**src/rtl/urv_csr_file.sv**
```systemverilog
// CSR unit for the uRV execute stage: combinational CSR read/modify, scratch bank,
// cycle/instret counters and illegal-access detection.
module urv_csr_file #(
  parameter int unsigned g_counter_width = 40,
  parameter int unsigned g_num_scratch   = 1,
  parameter int unsigned g_with_instret  = 1
) (
  input  logic                       clk_i,
  input  logic                       rst_i,
  input  logic                       x_stall_i,
  input  logic                       x_kill_i,
  input  logic                       x_retire_i,
  input  logic                       d_is_csr_i,
  input  logic [2:0]                 d_fun_i,
  input  logic [4:0]                 d_csr_imm_i,
  input  logic [4:0]                 d_rs1_idx_i,
  input  logic [11:0]                d_csr_sel_i,
  input  logic [31:0]                d_rs1_i,
  input  logic [g_counter_width-1:0] csr_time_i,
  input  logic [31:0]                csr_mstatus_i,
  input  logic [31:0]                csr_mip_i,
  input  logic [31:0]                csr_mie_i,
  input  logic [31:0]                csr_mepc_i,
  input  logic [31:0]                csr_mcause_i,
  output logic [31:0]                x_rd_o,
  output logic [31:0]                x_csr_write_value_o,
  output logic                       x_csr_write_o,
  output logic                       x_csr_illegal_o,
  output logic [g_counter_width-1:0] csr_cycles_o,
  output logic [g_counter_width-1:0] csr_instret_o
);

  localparam int unsigned W  = g_counter_width;
  localparam int unsigned HW = W - 32;

  // Scratch 0 lives at mscratch, the rest in the custom 0x7C0 window.
  function automatic logic [11:0] scratch_addr(input int unsigned i);
    return (i == 0) ? 12'h340 : 12'h7C0 + 12'(i - 1);
  endfunction

  logic [W-1:0]  cycle_q, cycle_d;
  logic [W-1:0]  instret_q;
  logic [31:0]   scratch_q [g_num_scratch];
  logic [31:0]   operand, rd, wr_value;
  logic          mapped, wr_intent, illegal, commit;

  always_comb begin
    operand = d_fun_i[2] ? {27'b0, d_csr_imm_i} : d_rs1_i;
    rd      = '0;
    mapped  = 1'b1;
    unique case (d_csr_sel_i)
      12'hC00, 12'hB00: rd = cycle_q[31:0];
      12'hC80, 12'hB80: rd = 32'(cycle_q[W-1:32]);
      12'hC01:          rd = csr_time_i[31:0];
      12'hC81:          rd = 32'(csr_time_i[W-1:32]);
      12'hC02, 12'hB02: rd = instret_q[31:0];
      12'hC82, 12'hB82: rd = 32'(instret_q[W-1:32]);
      12'h300:          rd = csr_mstatus_i;
      12'h304:          rd = csr_mie_i;
      12'h341:          rd = csr_mepc_i;
      12'h342:          rd = csr_mcause_i;
      12'h344:          rd = csr_mip_i;
      default: begin
        mapped = 1'b0;
        for (int unsigned i = 0; i < g_num_scratch; i++) begin
          if (d_csr_sel_i == scratch_addr(i)) begin
            mapped = 1'b1;
            rd     = scratch_q[i];
          end
        end
      end
    endcase

    wr_value  = '0;
    wr_intent = 1'b0;
    unique case (d_fun_i[1:0])
      2'b01: begin
        wr_value  = operand;
        wr_intent = 1'b1;
      end
      2'b10: begin
        wr_value  = rd | operand;
        wr_intent = d_fun_i[2] ? (d_csr_imm_i != 5'd0) : (d_rs1_idx_i != 5'd0);
      end
      2'b11: begin
        wr_value  = rd & ~operand;
        wr_intent = d_fun_i[2] ? (d_csr_imm_i != 5'd0) : (d_rs1_idx_i != 5'd0);
      end
      default: begin
        wr_value  = '0;
        wr_intent = 1'b0;
      end
    endcase

    // Address bits [11:10]==11 mark the read-only CSR space.
    illegal = !mapped || (d_fun_i[1:0] == 2'b00) ||
              (wr_intent && (d_csr_sel_i[11:10] == 2'b11));
    commit  = d_is_csr_i && wr_intent && !illegal && !x_stall_i && !x_kill_i;
  end

  assign x_rd_o              = rd;
  assign x_csr_write_value_o = wr_value;
  assign x_csr_write_o       = commit;
  assign x_csr_illegal_o     = d_is_csr_i && illegal;
  assign csr_cycles_o        = cycle_q;
  assign csr_instret_o       = instret_q;

  // A committed write to either half suppresses that cycle's increment.
  always_comb begin
    cycle_d = cycle_q + W'(1);
    if (commit && d_csr_sel_i == 12'hB00) cycle_d = {cycle_q[W-1:32], wr_value};
    if (commit && d_csr_sel_i == 12'hB80) cycle_d = {wr_value[HW-1:0], cycle_q[31:0]};
  end

  always_ff @(posedge clk_i or negedge rst_i) begin
    if (!rst_i) begin
      cycle_q <= '0;
      for (int unsigned i = 0; i < g_num_scratch; i++) scratch_q[i] <= '0;
    end else begin
      cycle_q <= cycle_d;
      for (int unsigned i = 0; i < g_num_scratch; i++) begin
        if (commit && d_csr_sel_i == scratch_addr(i)) scratch_q[i] <= wr_value;
      end
    end
  end

  if (g_with_instret != 0) begin : g_instret
    logic [W-1:0] instret_d;

    always_comb begin
      instret_d = x_retire_i ? instret_q + W'(1) : instret_q;
      if (commit && d_csr_sel_i == 12'hB02) instret_d = {instret_q[W-1:32], wr_value};
      if (commit && d_csr_sel_i == 12'hB82) instret_d = {wr_value[HW-1:0], instret_q[31:0]};
    end

    always_ff @(posedge clk_i or negedge rst_i) begin
      if (!rst_i) instret_q <= '0;
      else        instret_q <= instret_d;
    end
  end else begin : g_no_instret
    assign instret_q = '0;
  end

endmodule

```
**config.mk**
```make
export PLATFORM = sky130hd
export DESIGN_NAME = urv_csr_file
export DESIGN_NICKNAME = d
export VERILOG_FILES = /design/src/rtl/urv_csr_file.sv
export SDC_FILE = /design/constraint.sdc
export NUM_CORES = 1
export LEC_CHECK = 0
export CORE_MARGIN = 2
export CORE_UTILIZATION = 35
export CTS_CLUSTER_DIAMETER = 200
export DETAILED_ROUTE_END_ITERATION = 8
export PLACE_DENSITY = 0.68
export SYNTH_ARGS = -nofsm -noshare
export SYNTH_HDL_FRONTEND = slang
export SYNTH_SLANG_ARGS = --single-unit
```
**constraint.sdc**
```tcl
create_clock -name clk_i -period 5.3 [get_ports clk_i]
set_input_delay 1.325 -clock clk_i [delete_from_list [all_inputs] [get_ports clk_i]]
set_output_delay 1.325 -clock clk_i [all_outputs]
set_load 0.05 [all_outputs]
```
==> out/summary.txt <==
final period utilization -> 0.994
Worst Max-Slew Pin Slew -> 1.19 ns
reg2reg path depth -> 15
largest area contributor in the netlist -> dfrtp_1
worst path bufs/invs -> 7
grt met3 use -> 0.122
main flop type after synthesis -> dfrtp_1
Hold Slack -> 0.486 ns
RSZ-0062 raised after global routing -> false
FF-to-FF End -> scratch_q[27]
P per Cell Area -> 165 nW/um2
worst hold path type -> flip-flop to flip-flop
CTS clock-pin slew for the worst setup and hold paths -> 0.08 ns
final hold vios -> 0
wire per inst -> 31.5 um
area grow syn2layout -> 81.1%
port bufs -> 408
hold path start -> scratch_q[2]
Worst setup SP type -> input port
gr usage total -> 0.469
CP max stage cell -> a222oi_1
syn avg cell area -> 7.95 um2
Core ar. -> 26900 um2
status -> finished, violations left
endpoints failing setup -> 0
crit end category -> output pin
synth unique cells -> 88
Final Max Tran Viols -> 0
Max VDD drop -> 0.225 mV
DIE AREA -> 28700 um2
Tmin final -> 5.27 ns
row count -> 60
Ys Warns -> 0
Hold EP -> scratch_q[2]
initial core utilization -> 0.356
sequential share of the synthesized area -> 0.293
I/O pins -> 409
worst-skew pair later-pin latency -> 0.37 ns
CP delay by family, top -> buffers and inverters
CP Data Arrival Time -> 3.94 ns
Leakage -> 7.48 nW
critical path type -> input port to output pin
ranking of synthesized cells by area -> dfrtp_1 29%, nand2_1 6.2%, mux2i_1 5.9%
GP Congestion -> 1.10
Seq cells post-synth -> 112
GRT Residual Overflow -> 0
drt drc -> 7
Most Crowded Layer GR -> met2
clk buf depth -> 2
htree depth -> 3
global-route track usage on met1 -> 0.575
chip width -> 169 um
CP max stage delay -> 0.61 ns
global-route wire length before repair -> 96100 um
vias -> 13800
root buf cell -> clkbuf_16
max-cap violation count -> 0
total negative slack -> 0 ns
pin count of the biggest net entering global routing -> 63
DIE HEIGHT -> 169 um
1st-pass router iterations -> 9
Placed Cells -> 2142
clock sink total -> 112
Reg-to-Reg Start -> scratch_q[27]
fillers -> 2283
mean number of vias per cell -> 6.34
met2 Use GR -> 0.719
failing checks -> DRC
TritonCTS clock tree -> done
CP max FO -> 8
critical path cell sequence -> clkdlybuf4s15_1 > buf_4 > nand4bb_1 > buf_6 > nor3_4 > a222oi_1 > buf_4 > o21a_1 > nand3_2 > a31oi_1 > buf_4 > inv_1 > buf_12
worst setup margin -> 0.0328 ns
initial antenna violation count -> 0
Hold-fix buffers, CTS -> 0
Mapped Cells -> 1204
Mapped Area -> 9580 um2
Fmax -> 190 MHz
post-place setup slack -> -0.713 ns
Req. time, crit path -> 3.97 ns
FFs w/ async S/R, synth -> 1.00
Num CTS Buffers -> 9
layout cell share with drive strength beyond 1 -> 0.251
Routed Antenna Nets -> 0
Post-synth EDFFs -> 0
post-route insts no fill -> 2181
HPWL after DPL -> 55200 um
DR iter-0 viols -> 2190
post-route clock skew -> 0.0175 ns
Final #Nets -> 2100
# diodes -> 0
Hold Crit Depth -> 2
Mapped Nets -> 1469
Yosys top cell area share -> 0.293
WL final -> 68600 um
vias in the first global route -> 13600
r2r setup slk -> 2.06 ns
Worst slew margin -> 0.206
Worst path most repeated cell -> buf_4
Overall Power -> 2.87 mW
-- state kept, by name, indices dropped and copies added, names as in the netlist --
register,flops
csr_cycles_o,40
csr_instret_o,40
scratch_q,32
-- area by class of cell --
| type | count | area (um2) | area share |
|---|---|---|---|
| multi-input combinational | 957 | 6480 | 0.374 |
| sequential | 112 | 2800 | 0.162 |
| clock inverter | 7 | 96.3 | 0.00556 |
| inverter | 53 | 199 | 0.0115 |
| clock buffer | 9 | 225 | 0.0130 |
| tap | 341 | 427 | 0.0246 |
| timing repair buffer | 702 | 7110 | 0.410 |
-- synth_stat cells (all sizes together) (31+ instances only) --
cell   number
nand2     159
dfrtp     112
o21ai     100
nor2       94
a21oi      56
mux2i      56
inv        53
nand3      53
buf        52
nor3       36
a22oi      34
nand4      31
-- layout by cell type, fill, tap and decap left out, types with 33 or more instances in the layout --
| cell | instances |
|---|---|
| a21oi_1 | 56 |
| a22oi_1 | 33 |
| buf_12 | 75 |
| buf_4 | 273 |
| clkdlybuf4s50_1 | 329 |
| dfrtp_1 | 112 |
| inv_1 | 49 |
| mux2i_1 | 56 |
| nand2_1 | 159 |
| nand3_1 | 50 |
| nor2_1 | 91 |
| o21ai_0 | 85 |
-- worst register-to-register path, stage by stage (launching register included) --
cell	delay [ns]
dfrtp_1	0.45
mux2_2	0.29
a222oi_1	0.37
a2bb2oi_2	0.36
o21ai_2	0.14
a221o_1	0.33
a31oi_1	0.22
buf_4	0.14
buf_4	0.10
buf_4	0.09
buf_4	0.10
buf_4	0.09
buf_4	0.10
buf_4	0.10
buf_4	0.13
o21ai_0	0.08
-- cell families after synthesis --
family	after synthesis	synth area share
adder cells (fa/ha/maj)	3	0.00366
flip-flops	112	0.293
AO/OA/AOI/OAI	371	0.275
XOR/XNOR	38	0.0348
AND/OR/NAND/NOR	474	0.254
multiplexers	71	0.0766
buffers and inverters	135	0.0634
-- repair_timing --
| item | in CTS | in global routing |
|---|---|---|
| pin swaps | 18 | 2 |
| setup endpoints to repair | 35 | 24 |
| buffers inserted | 23 | 0 |
| cloned | 1 | 0 |
| resized for setup | 60 | 15 |
-- per-layer routing --
layer	routed length, um	vias up
li1	-	5821
met3	8810	266
met5	0	-
met2	29200	1195
met1	24600	6554
met4	5990	0
-- where the power goes --
group          leakage, nW  internal, mW  switching, mW
sequential            1.47         0.893          0.145
clock                0.154         0.383          0.385
combinational         5.85         0.472          0.587
-- worst max-delay path by stage --
stage	end	startpoint	cells past startpoint	slack (ns)
CTS	x_csr_write_value_o[26]	d_csr_sel_i[4]	11	0.006
finish	x_csr_write_value_o[22]	d_csr_sel_i[10]	13	0.03
detailed placement	x_csr_write_value_o[10]	d_csr_sel_i[0]	11	-0.71
global placement	x_csr_write_value_o[10]	d_csr_sel_i[0]	11	-0.74
floorplan	x_csr_write_value_o[16]	d_csr_sel_i[4]	7	-0.11
global route	x_csr_write_value_o[26]	d_csr_sel_i[3]	14	0.01
-- per-stage QoR --
stage          utilization  instance area [um2]
2_1_floorplan            -                 9580
3_3_place_gp         0.615                16500
3_5_place_dp         0.615                16500
4_1_cts              0.643                17300
5_1_grt              0.645                17300
6_report             0.645                17300
Note: power is estimated with default switching activity, not from simulation.
